### src/rtl/core101_arb_pkg.sv
`default_nettype none
// ============================================================================
//  Module      : core101_arb_pkg
//  Description : Shared constants and helper functions for the arbitrated
//                N-input multiplexer (arb_mux_n) and its arbiter.
//                  DEFAULT_DATA_WIDTH / DEFAULT_NUM_SRC : parameter defaults
//                  MAX_SRC                              : largest NUM_SRC the
//                                                         helpers support
//                  rr_next(valid, last, n)              : round-robin winner
//                  onehot(idx)                          : index to one-hot
//  Revision    : 1.0 - initial release
// ============================================================================
package core101_arb_pkg;

    localparam int DEFAULT_DATA_WIDTH = 32;
    localparam int DEFAULT_NUM_SRC    = 4;

    // The helpers work on fixed-width vectors so they can live in a package;
    // callers zero-extend their NUM_SRC-wide vectors into this width.
    localparam int MAX_SRC = 32;

    // Winner is the first valid index found searching last+1, last+2, ...
    // wrapping at n. Returns 0 when nothing is valid (caller gates with
    // any_valid). last and k are both below n, so one conditional subtract
    // replaces a modulo.
    function automatic int rr_next(input logic [MAX_SRC-1:0] valid,
                                   input int                 last,
                                   input int                 n);
        int   winner;
        int   idx;
        logic found;
        winner = 0;
        found  = 1'b0;
        for (int k = 1; k <= MAX_SRC; k++) begin
            if (k <= n && !found) begin
                idx = last + k;
                if (idx >= n) begin
                    idx = idx - n;
                end
                if (valid[idx]) begin
                    winner = idx;
                    found  = 1'b1;
                end
            end
        end
        return winner;
    endfunction

    function automatic logic [MAX_SRC-1:0] onehot(input int idx);
        logic [MAX_SRC-1:0] oh;
        oh = '0;
        if (idx >= 0 && idx < MAX_SRC) begin
            oh[idx] = 1'b1;
        end
        return oh;
    endfunction

endpackage : core101_arb_pkg
`default_nettype wire

### src/rtl/arb_mux_n_rr_arbiter.sv
`default_nettype none
// ============================================================================
//  Module      : rr_arbiter
//  Description : Round-robin arbiter owning the last_grant pointer.
//                Winner is purely combinational from valid and last_grant;
//                the pointer moves to the winner only on an advance strobe.
//                Build macro ARB_MUX_FIXED_PRIO_EN selects fixed priority
//                (lowest valid index wins) and removes the pointer register.
//  Ports       : clk        in  clock, rising edge
//                rst        in  asynchronous active-high reset
//                valid      in  NUM_SRC request vector
//                advance    in  a transfer from the winner happens this cycle
//                winner     out SEL_WIDTH index of the selected source
//                any_valid  out at least one request is present
//  Revision    : 1.0 - initial release
// ============================================================================
module rr_arbiter
    import core101_arb_pkg::*;
#(
    parameter int NUM_SRC   = DEFAULT_NUM_SRC,
    parameter int SEL_WIDTH = $clog2(NUM_SRC)
) (
    input  logic                 clk,
    input  logic                 rst,
    input  logic [NUM_SRC-1:0]   valid,
    input  logic                 advance,
    output logic [SEL_WIDTH-1:0] winner,
    output logic                 any_valid
);

    localparam logic [SEL_WIDTH-1:0] LAST_RESET = SEL_WIDTH'(NUM_SRC - 1);

    generate
        if (NUM_SRC < 2 || NUM_SRC > MAX_SRC) begin : g_bad_num_src
            $error("rr_arbiter: NUM_SRC must be in 2..MAX_SRC");
        end
    endgenerate

    logic [SEL_WIDTH-1:0] last_grant;

`ifdef ARB_MUX_FIXED_PRIO_EN
    // Pinning the pointer to the top index makes the search start at 0,
    // which is exactly fixed lowest-index-first priority.
    assign last_grant = LAST_RESET;
    logic unused_fixed;
    assign unused_fixed = &{1'b0, clk, rst, advance};
`else
    always_ff @(posedge clk or posedge rst) begin
        if (rst) begin
            last_grant <= LAST_RESET;
        end else if (advance) begin
            last_grant <= winner;
        end
    end
`endif

    always_comb begin
        winner    = SEL_WIDTH'(rr_next(MAX_SRC'(valid), int'(last_grant), NUM_SRC));
        any_valid = |valid;
    end

endmodule : rr_arbiter
`default_nettype wire

### src/rtl/arb_mux_n.sv
`default_nettype none
// ============================================================================
//  Module      : arb_mux_n
//  Description : NUM_SRC-input arbitrated multiplexer with a registered
//                single-entry output stage (valid/ready on both sides).
//                Optional build macro ARB_MUX_FIXED_PRIO_EN switches the
//                arbiter from round-robin to fixed lowest-index priority.
//  Ports       : clock_in        in  clock, rising edge
//                reset_in        in  asynchronous active-high reset
//                src_valid_in    in  per-source request valid
//                src_data_in     in  packed source words, source i at
//                                    [i*DATA_WIDTH +: DATA_WIDTH]
//                src_ready_out   out per-source accept, at most one bit set
//                data_valid_out  out output register holds a word
//                data_out        out held word
//                grant_idx_out   out source index of the held word
//                data_ready_in   in  downstream accepts the held word
//  Revision    : 1.0 - initial release
// ============================================================================
module arb_mux_n
    import core101_arb_pkg::*;
#(
    parameter int DATA_WIDTH = DEFAULT_DATA_WIDTH,
    parameter int NUM_SRC    = DEFAULT_NUM_SRC,
    localparam int SEL_WIDTH = $clog2(NUM_SRC)
) (
    input  logic                          clock_in,
    input  logic                          reset_in,
    input  logic [NUM_SRC-1:0]            src_valid_in,
    input  logic [NUM_SRC*DATA_WIDTH-1:0] src_data_in,
    output logic [NUM_SRC-1:0]            src_ready_out,
    output logic                          data_valid_out,
    output logic [DATA_WIDTH-1:0]         data_out,
    output logic [SEL_WIDTH-1:0]          grant_idx_out,
    input  logic                          data_ready_in
);

    logic [SEL_WIDTH-1:0] winner;
    logic                 any_valid;
    logic                 load_en;
    logic [MAX_SRC-1:0]   winner_onehot;

    rr_arbiter #(
        .NUM_SRC   (NUM_SRC),
        .SEL_WIDTH (SEL_WIDTH)
    ) u_arbiter (
        .clk       (clock_in),
        .rst       (reset_in),
        .valid     (src_valid_in),
        .advance   (load_en),
        .winner    (winner),
        .any_valid (any_valid)
    );

    // The output slot can take a word when empty or when its current word
    // leaves this cycle, giving one word per cycle. Accepts are suppressed
    // while reset is held so no source believes it transferred.
    always_comb begin
        load_en       = any_valid && (!data_valid_out || data_ready_in) && !reset_in;
        winner_onehot = onehot(int'(winner));
        src_ready_out = load_en ? winner_onehot[NUM_SRC-1:0] : '0;
    end

    always_ff @(posedge clock_in or posedge reset_in) begin
        if (reset_in) begin
            data_valid_out <= 1'b0;
            data_out       <= '0;
            grant_idx_out  <= '0;
        end else if (load_en) begin
            data_valid_out <= 1'b1;
            data_out       <= src_data_in[winner*DATA_WIDTH +: DATA_WIDTH];
            grant_idx_out  <= winner;
        end else if (data_ready_in) begin
            // Word consumed with nothing to replace it; data/index keep
            // their stale values, which are don't-care while invalid.
            data_valid_out <= 1'b0;
        end
    end

endmodule : arb_mux_n
`default_nettype wire

### config.mk
export PLATFORM = sky130hd
export DESIGN_NAME = arb_mux_n
export DESIGN_NICKNAME = d
export VERILOG_FILES = /design/src/rtl/core101_arb_pkg.sv /design/src/rtl/arb_mux_n_rr_arbiter.sv /design/src/rtl/arb_mux_n.sv
export SDC_FILE = /design/constraint.sdc
export NUM_CORES = 1
export LEC_CHECK = 0
export BUFFER_PORTS_ARGS = -buffer_cell sky130_fd_sc_hd__buf_4
export CAP_MARGIN = 20
export CELL_PAD_IN_SITES_DETAIL_PLACEMENT = 1
export CELL_PAD_IN_SITES_GLOBAL_PLACEMENT = 1
export CORE_MARGIN = 2
export CORE_UTILIZATION = 35
export DETAILED_ROUTE_END_ITERATION = 16
export PLACE_DENSITY = 0.95
export REMOVE_ABC_BUFFERS = 1
export SYNTH_ARGS = -nofsm -noshare
export SYNTH_HDL_FRONTEND = slang
export SYNTH_HIERARCHICAL = 1
export SYNTH_SLANG_ARGS = --single-unit
### constraint.sdc
create_clock -name clock_in -period 5.2 [get_ports clock_in]
set_input_delay 0.52 -clock clock_in [delete_from_list [all_inputs] [get_ports clock_in]]
set_output_delay 0.52 -clock clock_in [all_outputs]
set_load 0.005 [all_outputs]
==> out/qor.csv, run 1 <==
metric,value,unit
Fmax,242,MHz
"Area growth, synth to finish",54.1,%
status,completed,
post-place setup slack,1220,ps
initial DRC count,95,
Syn Inst Count,174,
CTS tree,yes,
slew of the pin with the lowest slew margin,1000,ps
die width,91.9,µm
"flops & latches, synth",37,
dpl cells,438,
FP Rows,32,
FILL cells,802,
residual DRC count,0,
final std cells w/o fill,446,
Slew headroom,33.2,%
final setup margin,1070,ps
full die area,8440,µm²
clock slew at reported path FFs,70,ps
YS warnings,6,
nature of the critical path endpoint,primary output,
crit path max fanout,26,
hold_buf cts,0,
total global-route track usage,20.1,%
clock share of power,7.4,%
DR vias,2287,
CP required,4680,ps
sequential share of the synthesized area,34.4,%
"Async S/R FF share, synth",100,%
Int Pwr,1870,µW
Critical Path Source Type,flop,
Crit Path Category,reg2out,
initial core utilization,35.5,%
sequential power share,19.3,%
GPL Wtd Cong,0.826,
RSZ-0062 raised after global routing,false,
Max rail drop VDD,330,µV
R2R Setup Slk,1200,ps
switch share,36.8,%
crit path DAT,3610,ps
Post-synth EDFFs,0,
vias in the first global route,2661,
drt via density,5.13,
postcts setup bufs,0,
net switching power,1090,µW
Synth area leader,dfrtp_1,
top cell type's share of synthesized area,32.4,%
ranking of synthesized cells by area,"dfrtp_1 (32%), mux4_2 (23%), mux2_4 (12%), mux2_2 (5.8%), mux4_1 (4.9%)",
H-tree depth,2,
Top Ports,174,
power share of the combinational group,73.3,%
Netlist cell types,46,
DRT Pass-1 Iters,4,
post-cts gate resize count,0,
Max Cap Violations,0,
initial antenna violation count,0,
Final setup viols,0,
min-delay worst type,in2async,
min cycle time layout,4130,ps
post-route antenna net violation count,0,
"count leader, synth",dfrtp_1,
chip height,91.9,µm
synthesized area,2700,µm²
Port Buf Inserts,173,
routed wire length,8.67,mm
Tcrit/Tclk final,79.5,%
Final Max Tran Viols,0,
nets@finish,483,
TritonCTS Sinks,37,
total CTS buffers,5,
Leak,0.00199,µW
clock latency on the worst-skew pair,280,ps
largest net degree at the start of global routing,36,
CTS Buffer Depth,2,
core area,7610,µm²
post-DR wirelength/cell,19.4,µm
Post-DP HPWL,7.16,mm
top_reg_cell synth,dfrtp_1,
synth cell count leaders,"dfrtp_1 (35), mux4_2 (27), mux2_4 (21)",
"Remaining Overflow, GRT",0,
Power Dens Cells,711,nW/µm²
root buf cell,clkbuf_8,
fraction of layout instances using a drive strength above 1,75.6,%
first-pass GRT wire length,13.2,mm
Fin Clk Skew,11.5,ps
antenna fix cells,0,
Final Hold Vio Count,0,
Avg Inst Size Synth,15.5,µm²
-- layer usage --
metal | track usage (%) | vias up | share of wire, %
li1 | - | 1030 | -
met1 | 21.7 | 1132 | 36
met2 | 38.7 | 117 | 55
met3 | 5.51 | 8 | 7.4
met4 | 4.85 | 0 | 1.5
met5 | 0 | - | 0
-- power groups by stage --
stage / sequential [µW] / combinational, µW / clock [µW]
floorplan: 558 / 1460 / 0
global placement: 564 / 2110 / 0
detailed placement: 575 / 2190 / 0
CTS: 572 / 2200 / 228
global route: 592 / 2320 / 239
finish: 571 / 2170 / 220
-- state kept, by name (all words and copies together), names as in the netlist --
signal / cells
data_out: 32
data_valid_out: 1
grant_idx_out: 2
u_arbiter/last_grant: 2
-- path summary, 6_finish.rpt --
check | startpoint | end | depth (start not counted)
worst min-delay path | reset_in | u_arbiter/last_grant[1]$_DFFE_PP1P_ | 2
max in group asynchronous | reset_in | data_out[4]$_DFFE_PP0P_ | 3
worst max register to register | u_arbiter/last_grant[0]$_DFFE_PP1P_ | data_out[31]$_DFFE_PP0P_ | 10
min in group clock_in | reset_in | data_valid_out$_DFFE_PP0P_ | 2
worst min register to register | data_out[1]$_DFFE_PP0P_ | data_out[1]$_DFFE_PP0P_ | 1
worst max-delay path | u_arbiter/last_grant[0]$_DFFE_PP1P_ | src_ready_out[1] | 9
-- metrics by stage --
| stage | TNS (ps) | power [µW] | instance area (µm²) | utilization (%) | hold WS, ps |
|---|---|---|---|---|---|
| after floorplan | -11980 | 2020 | 2580 | - | 432 |
| after global placement | 0 | 2680 | 4060 | 53.4 | 492 |
| after detailed placement | 0 | 2770 | 4060 | 53.4 | 498 |
| after CTS | 0 | 3000 | 4160 | 54.7 | 278 |
| after global routing | 0 | 3150 | 4160 | 54.7 | 290 |
| final | 0 | 2960 | 4160 | 54.7 | 283 |
-- cell type report --
class / count / area, µm² / area share, %
Multi-Input combinational cell: 116 / 1640 / 39.4
Timing Repair Buffer: 177 / 1340 / 32.2
Sequential cell: 37 / 928 / 22.3
Tap cell: 102 / 128 / 3.07
Clock buffer: 7 / 96.3 / 2.32
Inverter: 6 / 22.5 / 0.541
Clock inverter: 1 / 5.00 / 0.120
-- placed cells by master (no fill, tap or decap), types with 2 or more instances in the layout --
cell	synthesis	routed
mux2_2	14	14
and3b_1	2	2
o21ai_0	2	2
dfstp_2	2	2
a21oi_1	4	3
clkbuf_8	0	7
mux2_4	21	21
mux4_2	27	27
mux4_1	5	5
nand2_1	2	2
or2_1	2	2
inv_1	6	6
ha_1	5	5
a21o_1	2	2
nor2_1	3	3
buf_4	0	176
dfrtp_1	35	35
-- cell families (layout without fill, tap and decap cells) --
logic type | Yosys count | in the layout | share of synthesized area [%]
buf+inv | 21 | 191 | 5.37
simple gates | 17 | 17 | 3.75
mux | 70 | 70 | 46.6
compound gates | 24 | 24 | 7.60
fa+ha+maj | 5 | 5 | 2.32
flops | 37 | 37 | 34.4
-- worst max-delay path: stages, from the launching register on --
cell	delay, ps
dfstp_2	750
inv_1	120
ha_1	450
inv_1	130
a222oi_1	360
o22ai_1	130
o21ai_1	200
a21o_1	780
and3b_1	280
buf_4	130
(Power assumes the default switching activity.)
==> run 2: changes to the inputs <==
Settings changed: CORE_UTILIZATION 35 to 32, PLACE_DENSITY 0.95 to 0.88.
Clock period 5.2 ns to 4.3 ns, I/O delays scaled along.
==> run 2 against run 1 <==
Against the previous run: final area rose by 0.54%; wire length rose by 6.7%; sequential share of layout area fell by 0.12 points; hold slack worse by 100 ps; setup slack lost 420 ps; clock power up 44%; first-iteration DRC count fell by 54%; combinational power is 21% higher; global-route usage is 0.30 points lower.
==> out/qor.csv, run 2 (synthesis gave the netlist of run 1 again) <==
metric,value,unit,change
status,completed,,
FILL cells,852,,+6.2%
Fin Clk Skew,7.39,ps,-4.11 ps
die width,95.9,µm,+4.4%
largest net degree at the start of global routing,38,,+5.6%
Top Ports,174,,unchanged
total global-route track usage,19.8,%,-0.30 points
slew of the pin with the lowest slew margin,710,ps,-292 ps
vias in the first global route,2578,,-3.1%
"commonest non-fill, non-tap cell in the layout",buf_4,,
fraction of layout instances using a drive strength above 1,75.7,%,about the same
R2R depth,10,,unchanged
Fmax,273,MHz,
RR Startpoint,u_arbiter/last_grant[0]$_DFFE_PP1P_,,
CP required,3870,ps,-810 ps
post-cts gate resize count,0,,unchanged
final std cells w/o fill,450,,+0.90%
Tcrit/Tclk final,85.1,%,
clock latency on the worst-skew pair,290,ps,about the same
DR vias,2314,,+1.2%
Final setup viols,0,,unchanged
TritonCTS Sinks,37,,unchanged
postcts setup bufs,0,,unchanged
Post-DP HPWL,7.50,mm,+4.7%
Slew headroom,52.1,%,+19 points
total CTS buffers,5,,unchanged
chip height,95.9,µm,+4.4%
residual DRC count,0,,unchanged
Biggest register,data_out,,
Final Hold Vio Count,0,,unchanged
root buf cell,clkbuf_8,,
Power Dens Cells,871,nW/µm²,+22%
max reg flops,32,,unchanged
"Remaining Overflow, GRT",0,,unchanged
CTS tree,yes,,
first-pass GRT wire length,13.4,mm,+1.8%
Max Cap Violations,0,,unchanged
CTS Buffer Depth,2,,unchanged
GPL Wtd Cong,0.810,,-2.0%
post-route antenna net violation count,0,,unchanged
antenna fix cells,0,,unchanged
Largest regs,"data_out (32), grant_idx_out (2), u_arbiter/last_grant (2)",,
routed wire length,9.25,mm,+6.7%
Leak,0.00200,µW,+0.27%
Port Buf Inserts,173,,unchanged
crit path max fanout,37,,+42%
"commonest cells after routing, fill and taps aside","buf_4 (177), dfrtp_1 (35), mux4_2 (27), mux2_4 (21), mux2_2 (14)",,
core area,8220,µm²,+8.0%
worst setup path start,u_arbiter/last_grant[0]$_DFFE_PP1P_,,
Final Max Tran Viols,0,,unchanged
min-delay worst type,in2async,,
clock slew at reported path FFs,80,ps,about the same
crit path DAT,3230,ps,-380 ps
Crit Path Category,reg2out,,
FP Rows,33,,+3.1%
initial DRC count,44,,-54%
Design Power,3640,µW,+23%
nature of the critical path endpoint,primary output,,
hold_buf cts,0,,unchanged
H-tree depth,2,,unchanged
dpl cells,442,,+0.91%
RSZ-0062 raised after global routing,false,,
"Area growth, synth to finish",54.9,%,
DRT Pass-1 Iters,4,,unchanged
initial antenna violation count,0,,unchanged
full die area,9190,µm²,+9.0%
post-DR wirelength/cell,20.5,µm,+5.8%
Critical Path Source Type,flop,,
nets@finish,484,,+0.21%
drt via density,5.14,,+0.28%
initial core utilization,32.9,%,-2.6 points
Max rail drop VDD,508,µV,+54%
min cycle time layout,3660,ps,
[run 2: cell types whose count changed in the layout (fill, tap and decap cells not counted), sizes merged]
cell	change
buf	+1
bufinv	+1
clkbuf	-2
clkinv	+1
[run 2: area by class of cell]
class / instances / area, µm² / share of cell area (%)
Timing Repair Buffer: 178 / 1350 / 32.2
Clock buffer: 5 / 68.8 / 1.64
Multi-Input combinational cell: 116 / 1640 / 39.2
Sequential cell: 37 / 928 / 22.2
Inverter: 6 / 22.5 / 0.538
Tap cell: 105 / 131 / 3.14
Clock inverter: 3 / 43.8 / 1.05
[run 2: final timing paths]
check,to,slack (ps)
min in group clock_in,data_valid_out$_DFFE_PP0P_,350
min,u_arbiter/last_grant[0]$_DFFE_PP1P_,180
max in group asynchronous,data_out[12]$_DFFE_PP0P_,3710
min reg2reg,grant_idx_out[0]$_DFFE_PP0P_,520
max reg2reg,data_out[23]$_DFFE_PP0P_,740
max,src_ready_out[2],640
[run 2: worst max-delay path: stages, from the launching register on]
cell and delay, ps:
dfstp_2 750, inv_1 110, ha_1 460, inv_1 140
a22oi_1 290, a221o_2 220, o41ai_1 120, a21oi_4 170
buf_12 280, and3b_1 230, buf_4 130
[run 2: metal layers]
| metal | vias to the layer above | track usage (%) | wire (µm) |
|---|---|---|---|
| met5 | - | 0 | 0 |
| met4 | 0 | 3.33 | 49 |
| met3 | 4 | 7.36 | 831 |
| met2 | 113 | 36.7 | 5150 |
| met1 | 1164 | 21.9 | 3210 |
| li1 | 1033 | - | - |
[run 2: where the power goes]
part / total [µW] / switching, µW / internal [µW] / leakage (µW)
logic: 2630 / 1050 / 1580 / 0.00151
clock network: 317 / 143 / 174 / 0.0000585
registers: 697 / 152 / 545 / 0.000430
total: 3640 / 1350 / 2300 / 0.00200
[run 2: through the flow]
step | worst slack, ps | cell area [µm²] | hold slack (ps) | setup TNS (ps) | utilization [%]
final | 642 | 4180 | 183 | 0 | 50.9
after global routing | 412 | 4180 | 189 | 0 | 50.9
after CTS | 632 | 4180 | 178 | 0 | 50.9
after detailed placement | 747 | 4070 | 499 | 0 | 49.6
after global placement | 967 | 4070 | 489 | 0 | 49.6
after floorplan | -1290 | 2580 | 342 | -44670 | -
==> run 3: changes to the inputs <==
Clock period 4.3 ns to 3.75 ns, I/O delays scaled along.
==> run 3 against run 2 <==
Against the previous run: via count grew 2.2%; total power grew 15%; global-route usage shrank 0.53 points; non-clock buffer count grew 1; critical path type unchanged.
==> out/qor.csv, run 3 (synthesis gave the netlist of run 1 again) <==
metric,value,unit,change
status,completed,,
fraction of layout instances using a drive strength above 1,75.7,%,unchanged
Port Buf Inserts,173,,unchanged
clock latency on the worst-skew pair,290,ps,about the same
"commonest non-fill, non-tap cell in the layout",buf_4,,
Fmax,282,MHz,
largest net degree at the start of global routing,36,,-5.3%
Tcrit/Tclk final,94.5,%,
Int Pwr,2670,µW,+17%
initial core utilization,32.9,%,unchanged
min cycle time layout,3540,ps,
Max rail drop VDD,511,µV,+0.61%
CP cell instances,inv_1 > ha_1 > inv_1 > a222oi_1 > o22ai_1 > o21ai_1 > a21o_1 > buf_12 > nor3b_1 > buf_4,,
antenna fix cells,0,,unchanged
Hold Slack,140,ps,-43.2 ps
"commonest cells after routing, fill and taps aside","buf_4 (177), dfrtp_1 (35), mux4_2 (27), mux2_4 (21), mux2_2 (14)",,
power share of the combinational group,73.2,%,+1.0 points
Crit path largest cell delay,680,ps,-70 ps
postcts setup bufs,0,,unchanged
GPL Wtd Cong,0.891,,+10%
chip height,95.9,µm,unchanged
Crit Path Category,reg2out,,
Final setup viols,0,,unchanged
"Remaining Overflow, GRT",0,,unchanged
Largest regs,"data_out (32), grant_idx_out (2), u_arbiter/last_grant (2)",,
"Area growth, synth to finish",55.3,%,
TritonCTS Sinks,37,,unchanged
Max Cap Violations,0,,unchanged
dpl cells,443,,+0.23%
final std cells w/o fill,450,,unchanged
Critical Path Source Type,flop,,
die width,95.9,µm,unchanged
routed wire length,9.15,mm,-1.1%
Buf/Inv on CP,4,,unchanged
slowest CP cell,dfstp_2,,
CTS tree,yes,,
DRT Pass-1 Iters,4,,unchanged
sequential power share,18.7,%,-0.4 points
net switching power,1520,µW,+13%
hold_buf cts,0,,unchanged
setup TNS,0,ps,unchanged
Post-DP HPWL,7.46,mm,-0.59%
worst setup path start,u_arbiter/last_grant[1]$_DFFE_PP1P_,,
clock slew at reported path FFs,80,ps,about the same
Design Power,4190,µW,+15%
core area,8220,µm²,unchanged
switch share,36.2,%,-0.76 points
FP Rows,33,,unchanged
Slew headroom,50.1,%,-2.0 points
RR Startpoint,u_arbiter/last_grant[1]$_DFFE_PP1P_,,
RSZ-0062 raised after global routing,false,,
slew of the pin with the lowest slew margin,739,ps,+29.9 ps
Top Ports,174,,unchanged
clock share of power,8.2,%,-0.5 points
critical path's top delay family,compound AO/OA/AOI/OAI gates,,
"most used cell, CP",inv_1,,
Biggest register,data_out,,
root buf cell,clkbuf_8,,
drt via density,5.26,,+2.2%
DR vias,2365,,+2.2%
H-tree depth,2,,unchanged
FILL cells,864,,+1.4%
total global-route track usage,19.3,%,-0.53 points
first-pass GRT wire length,13.3,mm,-1.1%
crit path DAT,3170,ps,-60 ps
nets@finish,485,,+0.21%
min-delay worst type,in2async,,
initial DRC count,41,,-6.8%
post-route antenna net violation count,0,,unchanged
Leak,0.00200,µW,+0.25%
Power Dens Cells,999,nW/µm²,+15%
residual DRC count,0,,unchanged
Final Hold Vio Count,0,,unchanged
full die area,9190,µm²,unchanged
total CTS buffers,5,,unchanged
Final Max Tran Viols,0,,unchanged
crit path max fanout,29,,-22%
CTS Buffer Depth,2,,unchanged
post-cts gate resize count,0,,unchanged
CP required,3380,ps,-490 ps
max reg flops,32,,unchanged
Fin Clk Skew,4.02,ps,-3.37 ps
post-DR wirelength/cell,20.3,µm,-1.1%
initial antenna violation count,0,,unchanged
nature of the critical path endpoint,primary output,,
vias in the first global route,2674,,+3.7%
[run 3: worst paths after layout]
path | to | slack [ps] | cells past startpoint
max in group asynchronous | data_out[21]$_DFFE_PP0P_ | 3180 | 3
worst max register to register | data_out[27]$_DFFE_PP0P_ | 340 | 10
worst max-delay path | src_ready_out[0] | 210 | 10
min in group clock_in | data_valid_out$_DFFE_PP0P_ | 290 | 2
worst min-delay path | u_arbiter/last_grant[0]$_DFFE_PP1P_ | 140 | 2
worst min register to register | data_out[24]$_DFFE_PP0P_ | 520 | 1
[run 3: area by class of cell]
cell class | count | area, µm² | share of cell area, %
clock inverters | 2 | 35.0 | 0.835
flip-flops and latches | 37 | 928 | 22.1
well taps | 105 | 131 | 3.13
repair buffers | 179 | 1370 | 32.6
multi-input cells | 116 | 1640 | 39.1
clock buffers | 5 | 68.8 | 1.64
inverters | 6 | 22.5 | 0.537
[run 3: metal layers]
layer,track usage [%],wire [µm],up-vias
li1,-,-,1038
met1,20.7,3110,1200
met2,35.9,5110,117
met3,6.50,769,10
met4,5.36,159,0
met5,0,0,-
[run 3: metrics by stage]
step	setup slack (ps)	instance area, µm²	utilization, %
floorplan	-1840	2580	-
global placement	574	4090	49.8
detailed placement	359	4090	49.8
CTS	234	4200	51.1
global route	52.2	4200	51.1
finish	207	4200	51.1
[run 3: power groups by stage]
stage / logic, µW / registers [µW] / clock network (µW)
CTS: 3130 / 784 / 356
detailed placement: 3120 / 783 / 0
finish: 3070 / 782 / 343
global placement: 2990 / 770 / 0
global route: 3310 / 814 / 371
floorplan: 1800 / 771 / 0
